$ cat config.mk
export PLATFORM = sky130hd
export DESIGN_NAME = state_squeezer_flat
export DESIGN_NICKNAME = d
export VERILOG_FILES = /design/src/rtl/state_squeezer_if.sv /design/src/rtl/state_squeezer.sv /design/src/flat_wrapper.sv
export SDC_FILE = /design/constraint.sdc
export NUM_CORES = 2
export LEC_CHECK = 0
export BUFFER_PORTS_ARGS = -buffer_cell sky130_fd_sc_hd__buf_2
export CAP_MARGIN = 20
export CORE_AREA = 2 2 655 657
export CTS_BUF_LIST = sky130_fd_sc_hd__clkbuf_4
export DETAILED_ROUTE_END_ITERATION = 7
export DIE_AREA = 0 0 657 659
export SYNTH_ARGS = -nofsm -noshare
export SYNTH_HDL_FRONTEND = slang
export SYNTH_SLANG_ARGS = --single-unit
$ cat constraint.sdc
create_clock -name clk -period 21 [get_ports clk]
set_input_delay 1.05 -clock clk [delete_from_list [all_inputs] [get_ports clk]]
set_output_delay 1.05 -clock clk [all_outputs]
set_load 0.005 [all_outputs]
$ cat src/rtl/state_squeezer_if.sv
// Capture and output-stream signals of the Keccak squeeze stage.
// Both channels use valid/ready: a transfer happens on a rising edge where
// valid (load / out_valid) and ready (load_ready / out_ready) are both high.
// The payload is held stable while valid is high and ready is low.
interface state_squeezer_if #(parameter int N = 64);
  logic                     load;
  logic                     load_ready;
  logic [4:0][4:0][N-1:0]   state_in;
  logic [2:0]               c_mode;
  logic                     out_valid;
  logic                     out_ready;
  logic [N-1:0]             out_data;
  logic [7:0]               out_keep;
  logic                     out_last;

  modport master (
    input  load, state_in, c_mode, out_ready,
    output load_ready, out_valid, out_data, out_keep, out_last
  );

  modport slave (
    output load, state_in, c_mode, out_ready,
    input  load_ready, out_valid, out_data, out_keep, out_last
  );
endinterface

$ cat src/rtl/state_squeezer.sv
// Keccak squeeze stage: captures the 5x5 lane state and streams lanes in
// string order (lane k = state_in[k/5][k%5]) as 64-bit words.
module state_squeezer #(
  parameter int N = 64
) (
  input  logic                clk,
  input  logic                rst_n,
  state_squeezer_if.master    sq,
  output logic                done,
  output logic                more,
  output logic                mode_err,
  output logic [1:0]          state_dbg
);

  typedef enum logic [1:0] {
    IDLE   = 2'd0,
    STREAM = 2'd1,
    DONE   = 2'd2
  } state_t;

  state_t       state;
  logic [N-1:0] lanes [25];
  logic [4:0]   idx;
  logic [4:0]   w_last;
  logic [7:0]   keep_last;
  logic         shake;

  logic         dec_ok;
  logic [4:0]   dec_wl;
  logic [7:0]   dec_keep;
  logic         dec_shake;
  logic [4:0]   nxt;
  logic         accept;

  // Decode stores W-1 so the last-word compare needs no subtraction.
  always_comb begin
    dec_ok    = 1'b1;
    dec_wl    = 5'd3;
    dec_keep  = 8'hFF;
    dec_shake = 1'b0;
    case (sq.c_mode)
      3'd0: begin dec_wl = 5'd3;  dec_keep = 8'h0F; end
      3'd1: begin dec_wl = 5'd20; dec_shake = 1'b1; end
      3'd2: begin dec_wl = 5'd16; dec_shake = 1'b1; end
      3'd3: dec_wl = 5'd3;
      3'd4: dec_wl = 5'd5;
      3'd5: dec_wl = 5'd7;
      default: dec_ok = 1'b0;
    endcase
  end

  assign nxt       = idx + 5'd1;
  assign accept    = (state == IDLE) && sq.load && dec_ok;
  assign state_dbg = state;

  always_ff @(posedge clk) begin
    if (accept) begin
      for (int i = 0; i < 5; i++) begin
        for (int j = 0; j < 5; j++) begin
          lanes[5*i+j] <= sq.state_in[i][j];
        end
      end
    end
  end

  always_ff @(posedge clk or negedge rst_n) begin
    if (!rst_n) begin
      state         <= IDLE;
      idx           <= 5'd0;
      w_last        <= 5'd0;
      keep_last     <= 8'h00;
      shake         <= 1'b0;
      sq.load_ready <= 1'b1;
      sq.out_valid  <= 1'b0;
      sq.out_data   <= '0;
      sq.out_keep   <= 8'h00;
      sq.out_last   <= 1'b0;
      done          <= 1'b0;
      more          <= 1'b0;
      mode_err      <= 1'b0;
    end else begin
      mode_err <= 1'b0;
      case (state)
        IDLE: begin
          if (sq.load && !dec_ok) begin
            mode_err <= 1'b1;
          end else if (accept) begin
            state         <= STREAM;
            idx           <= 5'd0;
            w_last        <= dec_wl;
            keep_last     <= dec_keep;
            shake         <= dec_shake;
            sq.load_ready <= 1'b0;
            sq.out_valid  <= 1'b1;
            sq.out_data   <= sq.state_in[0][0];
            sq.out_keep   <= 8'hFF;
            sq.out_last   <= 1'b0;
          end
        end
        STREAM: begin
          if (sq.out_ready) begin
            if (idx == w_last) begin
              state        <= DONE;
              sq.out_valid <= 1'b0;
              sq.out_data  <= '0;
              sq.out_keep  <= 8'h00;
              sq.out_last  <= 1'b0;
              done         <= 1'b1;
              more         <= shake;
            end else begin
              idx         <= nxt;
              sq.out_data <= lanes[nxt];
              sq.out_last <= (nxt == w_last);
              sq.out_keep <= (nxt == w_last) ? keep_last : 8'hFF;
            end
          end
        end
        DONE: begin
          state         <= IDLE;
          idx           <= 5'd0;
          done          <= 1'b0;
          more          <= 1'b0;
          sq.load_ready <= 1'b1;
        end
        default: state <= IDLE;
      endcase
    end
  end

endmodule

$ cat src/flat_wrapper.sv
// flat-port wrapper written by rule: the top's interface ports become plain ports
module state_squeezer_flat 
#(
  parameter int N = 64
)
  (clk, rst_n, done, more, mode_err, state_dbg, sq_load, sq_state_in, sq_c_mode, sq_out_ready, sq_load_ready, sq_out_valid, sq_out_data, sq_out_keep, sq_out_last);
  state_squeezer_if #(.N(N)) sq_i ();
  input  logic clk;
  input  logic rst_n;
  output logic done;
  output logic more;
  output logic mode_err;
  output logic [1:0] state_dbg;
  input wire logic [$bits(sq_i.load)-1:0] sq_load;
  input wire logic [$bits(sq_i.state_in)-1:0] sq_state_in;
  input wire logic [$bits(sq_i.c_mode)-1:0] sq_c_mode;
  input wire logic [$bits(sq_i.out_ready)-1:0] sq_out_ready;
  output wire logic [$bits(sq_i.load_ready)-1:0] sq_load_ready;
  output wire logic [$bits(sq_i.out_valid)-1:0] sq_out_valid;
  output wire logic [$bits(sq_i.out_data)-1:0] sq_out_data;
  output wire logic [$bits(sq_i.out_keep)-1:0] sq_out_keep;
  output wire logic [$bits(sq_i.out_last)-1:0] sq_out_last;
  assign sq_i.load = sq_load;
  assign sq_i.state_in = sq_state_in;
  assign sq_i.c_mode = sq_c_mode;
  assign sq_i.out_ready = sq_out_ready;
  assign sq_load_ready = sq_i.load_ready;
  assign sq_out_valid = sq_i.out_valid;
  assign sq_out_data = sq_i.out_data;
  assign sq_out_keep = sq_i.out_keep;
  assign sq_out_last = sq_i.out_last;
  state_squeezer #(.N(N)) u_core (.clk(clk), .rst_n(rst_n), .sq(sq_i), .done(done), .more(more), .mode_err(mode_err), .state_dbg(state_dbg));
endmodule
### Word level (Yosys, flattened, before mapping)

Memories as Yosys holds them, arrays and structs flattened.
Cells that the tools add are included.

* add/subtract/negate cells: 1
* equal/unequal tests: 14
* muxes and demuxes: 46
* bitwise gates (word level): 1
* reduce and logical (&&, ||, !) cells: 19

Operator list (number)
* $mux W64: 4
* $pmux W64 S2: 1
* $mux W8: 6
* $mux W5: 4
* $pmux W5 S4: 1
* $mux W1: 18
* $pmux W8 S2: 1
* $pmux W5 S3: 1
* $eq A5 B5 Y1: 2
* $pmux W1 S2: 5
* $reduce_and A5 Y1: 2
* $reduce_and A3 Y1: 3
* $mux W2: 4
* $reduce_and A4 Y1: 2
* $eq A3 B2 Y1 const B: 2
* $eq A3 B3 Y1 const B: 2
* $ne A2 B2 Y1 const B: 3
* $reduce_bool A2 Y1: 3
* $reduce_or A6 Y1: 1
* $add A5 B1 Y5 const B: 1
* $ne A2 B1 Y1 const B: 2
* $pmux W2 S2: 1
* $eq A3 B1 Y1 const B: 1
* $logic_and A1 B1 Y1: 3
* 8 further kinds: 8

* register bits: 99
* memory bits (writable): 1600
* output and inout bits: 80
* logic and storage cells: 95
* memories: 1

Memories
* u_core.lanes: depth 25, bits a word 64, read ports 1, clocked after Yosys merged registers in 0, wr ports 25, line state_squeezer.sv:22 `logic [N-1:0] lanes [25];`

### Longest topological paths before layout

* depth in word-level cells: 7
* mapped depth: 11
* mapped depth without buffers: 7

### Least setup slack after synthesis

No wires, ideal clock.

* kind: input-to-reg
* from: in sq_load
* to: reg u_core.sq.out_data[20]
* setup time: 77 ps
* arrival time: 21981 ps
* required time: 20923 ps
* slack: -1058 ps
* stages on the path: 8
* buffers on the path: 2
* cells stage by stage: or3b_1 > clkbuf_1 > a21oi_1 > buf_2 > a22oi_1 > nor2_1 > a221oi_1 > o21ai_1

* longest elaborated chain between the ends: 4
* elaborated cells between the ends (all ways): 6

RTL lines
* from (decl): line flat_wrapper.sv:14 `input wire logic [$bits(sq_i.load)-1:0] sq_load;`
* $logic_and A1 B1 Y1 (2 in series): line state_squeezer.sv:53 `assign accept = (state == IDLE) && sq.load && dec_ok;`
* via u_core.accept: line state_squeezer.sv:33 `logic accept;`
* $ne A2 B1 Y1 (no source line)
* $reduce_and A4 Y1 (no source line)
* to (signal assigned): line state_squeezer.sv:95 `sq.out_data <= sq.state_in[0][0];`
* to (signal assigned): line state_squeezer.sv:112 `sq.out_data <= lanes[nxt];`
* to (decl): line state_squeezer_if.sv:18 `output load_ready, out_valid, out_data, out_keep, out_last`

The timed path passes the listed nets, and every way through them passes these cells.
A chain may end at the register's enable or synchronous reset.

### Final worst setup path

* from: reg u_core.idx[0]
* to: reg u_core.sq.out_data[57]

* longest elaborated chain between the ends: 5
* elaborated cells between the ends (all ways): 6

RTL lines
* from (decl): line state_squeezer.sv:23 `logic [4:0] idx;`
* from (signal assigned): line state_squeezer.sv:111 `idx <= nxt;`
* $add A5 B1 Y5: line state_squeezer.sv:52 `assign nxt = idx + 5'd1;`
* $mem_v2 Z25 W64
* $mux W64 *: line state_squeezer.sv:102 `if (idx == w_last) begin`
* $mux W64 *: line state_squeezer.sv:101 `if (sq.out_ready) begin`
* $pmux W64 S2 *: line state_squeezer.sv:83 `case (state)`

Every way passes the cells marked *; elsewhere a longest branch is shown, timed or not. The select of a mux whose other input is x is not followed.

==> impl_metrics.toml <==
[logic_synthesis]
synth-main-ff-cell = "sky130_fd_sc_hd__edfxtp_1"
synthesis.area_per_instance_um2 = 19.3
asyncSetResetFlopFracSynth_pct = 5.10
synthesized_flop_and_latch_total = 1686
synth_top_cell_area_share_pct = 74.0
post_synth_edffs = 1600
sequential_fraction_of_the_synthesis_area_pct = 77.3
post_synth_instance_area_um2 = 64900
yosys-top-cells-area = "sky130_fd_sc_hd__edfxtp_1, sky130_fd_sc_hd__mux4_2, sky130_fd_sc_hd__dfrtp_1"
syn_nets = 4976
synth.largest_area_cell = "sky130_fd_sc_hd__edfxtp_1"
synth_warnings = 0
post_synth_inst_count = 3368
yosys.cell_types.count = 50

[drt]
vias = 52590
drt_first_iter_violations = 5093
detail_route.vias_per_cell = 3.93
drt.antenna.violating_nets = 0
finalWirelength_um = 361000
detailedRoute.firstPassIterationCount = 7
avgRoutedWirePerCell_um = 27.0
post-route-drc-count = 0

[final_layout]
syn_to_final_growth_pct = 60.8
finish.net_count = 8772
layout-drive-gt1-share_pct = 37.6
fillerInstances = 43652
finish.cell_count_without_fillers = 13386

[clock_network]
tritoncts_clock_tree = "built"
insertion_delay_ns = 1.49
cts.reportedPaths.clkPinSlew_ns = 0.08
clock_sink_count = 1686
clock_tree.root_cell = "sky130_fd_sc_hd__clkbuf_4"
cts_buffers = 462
clock_h_tree_levels = 5
setup_bufs_post_cts = 0
clock_tree.buffer_depth = 4

[grt]
grt_antenna_before_repair = 199
grt.overflow.total = 0
wire_length_of_the_first_global_routing_pass_um = 472000
grtUsageTotal_pct = 15.9
first_global_vias = 55677
grt_start_max_net_pins = 174

[place]
gp_routability_congestion = 0.891
dp_hpwl_um = 262000
port-buffer-count = 1686
dp_cells = 10627

[worst_setup_path]
timing.reg2reg.worst_path_depth = 9
critPathArrivalTime_ns = 7.80
crit_family = "buffers and inverters"
timing.critical_path.cells = "ha_4, buf_4, buf_4, buf_4, buf_4, mux4_2, mux4_2, a221oi_2, o21ai_1"
worst-path-buf-inv = 4
cpMaxStageDelayCell = "sky130_fd_sc_hd__dfrtp_4"
timing.critical_path.mode_cell = "sky130_fd_sc_hd__buf_4"
peak_per_stage_delay_on_the_critical_path_ns = 0.99
endpoint_kind = "register"
crit_fanout = 56
worstPathRequired_ns = 22.16
reg2reg_slack_ns = 14.36
timing.rr.start = "u_core.idx[0]$_DFFE_PN0P_"
critical_path.startpoint_type = "register"
critical_path_class = "reg2reg"
end_of_the_worst_register_to_register_path = "u_core.sq.out_data[57]$_DFFE_PN0P_"

[sta]
min_period_over_period_pct = 31.6
hold_viol = 0
relSlewSlack_pct = 17.9
setup-violations-final = 0
finalHoldWorstSlack_ns = 0.284
rsz_0062_raised_after_global_routing = "false"
skew_ns = 0.193
period_needed_ns = 6.64
fmaxAchievable_ghz = 0.151
tightest_slew_ns = 1.22
report.final.slew_viol_count = 0
setup_tns_ns = 0

[die]
top_level_ports = 1687
floorplan.die.height_um = 659
floorplan.die_area_um2 = 433000
fp.dieW_um = 657
initial_core_util_pct = 15.3
coreArea_um2 = 426000
core.rowCount = 240

[pwr]
share_seq_of_total_power_pct = 37.2
power.density_cell_area_nw_per_um2 = 119
pwr-share-clk_pct = 25.0
power_switching_share_pct = 39.5
combPwrFrac_pct = 37.8
netSwitchingPower_uw = 4890
ir_drop_uv = 84.5
total_leakage_power_uw = 0.0382
internal-power_uw = 7500

[hold_path]
min_from = "sq_state_in[564]"
worstHoldEndpoint = "u_core.lanes[8][52]$_DFFE_PP_"
hold_depth = 2
worst_hold_path_type = "in2reg"

[outcome]
outcome = "finished clean"

[flow_run]
max_cap_violations = 0
==> per-stage QoR <==
step / total power (uW) / utilization [%] / cell area, um^2 / setup slack [ns]
2_1_floorplan: 7000 / - / 64900 / 7.39
3_3_place_gp: 9200 / 18.9 / 80500 / 14.33
3_5_place_dp: 9210 / 18.9 / 80500 / 14.31
4_1_cts: 12600 / 24.4 / 104000 / 14.23
5_1_grt: 12900 / 24.5 / 104000 / 14.15
6_report: 12400 / 24.5 / 104000 / 14.36
==> worst reg2reg max path: stages, from the launching register on <==
cell and delay, ns:
sky130_fd_sc_hd__dfrtp_4 0.99, sky130_fd_sc_hd__ha_4 0.72, sky130_fd_sc_hd__buf_4 0.63, sky130_fd_sc_hd__buf_4 0.72, sky130_fd_sc_hd__buf_4 0.66, sky130_fd_sc_hd__buf_4 0.88, sky130_fd_sc_hd__mux4_2 0.57, sky130_fd_sc_hd__mux4_2 0.52
sky130_fd_sc_hd__a221oi_2 0.58, sky130_fd_sc_hd__o21ai_1 0.16
==> state kept, by name, summed over array words and instances (netlist names) <==
register              count
u_core.w_last             4
u_core.keep_last          2
u_core.lanes           1600
u_core.mode_err           1
u_core.sq.out_last        1
u_core.sq.out_data       64
u_core.idx                5
u_core.more               1
u_core.state_dbg          2
u_core.sq.out_valid       1
u_core.shake              1
u_core.done               1
u_core.sq.out_keep        2
u_core.sq.load_ready      1
==> how the worst max path moves through the flow <==
stage | end | startpoint | cells after the start
after CTS | u_core.sq.out_data[57]$_DFFE_PN0P_ | u_core.idx[0]$_DFFE_PN0P_ | 9
after detailed placement | u_core.sq.out_data[57]$_DFFE_PN0P_ | u_core.idx[0]$_DFFE_PN0P_ | 9
final | u_core.sq.out_data[57]$_DFFE_PN0P_ | u_core.idx[0]$_DFFE_PN0P_ | 9
after floorplan | u_core.sq.out_data[20]$_DFFE_PN0P_ | sq_load | 8
after global placement | u_core.sq.out_data[57]$_DFFE_PN0P_ | u_core.idx[0]$_DFFE_PN0P_ | 9
after global routing | u_core.sq.out_data[57]$_DFFE_PN0P_ | u_core.idx[0]$_DFFE_PN0P_ | 9
==> final cells by class <==
class / count / area, um^2 / area share [%]
antenna: 162 / 405 / 0.388
clock buffer: 623 / 4680 / 4.48
clock inverter: 214 / 1200 / 1.15
inverter: 7 / 26.3 / 0.0252
multi-input combinational: 1465 / 13900 / 13.3
sequential: 1686 / 50200 / 48.1
tap: 5687 / 7120 / 6.81
timing repair buffer: 3542 / 26900 / 25.7
==> power groups by stage <==
stage | clock network, uW | registers, uW | logic, uW
6_report | 3090 | 4610 | 4680
5_1_grt | 3340 | 4650 | 4960
4_1_cts | 3170 | 4610 | 4840
3_5_place_dp | 0 | 4680 | 4530
3_3_place_gp | 0 | 4680 | 4520
2_1_floorplan | 0 | 4720 | 2280
==> per-layer routing <==
metal | up-vias | global-route usage, % | share of wire, %
li1 | 21762 | - | -
met1 | 26233 | 16.1 | 33
met2 | 3532 | 29.6 | 53
met3 | 997 | 4.13 | 8.0
met4 | 66 | 9.12 | 6.5
met5 | - | 0 | 0.12
==> cell usage after synthesis (all sizes together) (2+ instances only) <==
cell	count
a221o	2
o22a	2
xor2	6
o31ai	2
nor2b	3
clkbuf	108
inv	7
o22ai	116
o21ai	163
buf	102
mux2i	176
nor2	100
a221oi	37
nor3	3
edfxtp	1600
dfrtp	85
nand3	7
mux4	297
or2	2
nand2	278
xnor2	8
nand2b	6
or3b	2
a21oi	137
and3	27
or4	37
a31oi	2
a22oi	38
==> repair_timing <==
item / CTS / global route
endpoints found under the hold margin: 1697 / 0
hold buffers: 1758 / 0
gates resized for setup: 0 / 0
==> kinds of logic (layout without fill, tap and decap cells) <==
group	count (synthesis)	after routing	share of synthesized area [%]
AO/OA/AOI/OAI	506	506	4.65
XOR/XNOR	14	14	0.189
adder cells (fa/ha/maj)	1	1	0.0193
buffers and inverters	217	4386	1.66
flip-flops	1686	1686	77.3
multiplexers	473	473	13.0
other	0	162	0
AND/OR/NAND/NOR	471	471	3.16
==> cell usage in the layout (no fill, tap or decap), drive strengths merged, types with 6 or more instances in the layout <==
cell type / Yosys / routed
diode: 0 / 162
clkinv: 0 / 195
or4: 37 / 37
dlygate4sd3: 0 / 1757
nor2: 100 / 100
a21oi: 137 / 137
xnor2: 8 / 8
o22ai: 116 / 116
nand3: 7 / 7
bufinv: 0 / 7
buf: 102 / 1785
o21ai: 163 / 163
nand2b: 6 / 6
edfxtp: 1600 / 1600
dfrtp: 85 / 85
a221oi: 37 / 37
xor2: 6 / 6
nand2: 278 / 278
clkbuf: 108 / 623
and3: 27 / 27
mux4: 297 / 297
mux2i: 176 / 176
inv: 7 / 16
a22oi: 38 / 38
No activity file was read; power rests on OpenSTA's default activity.
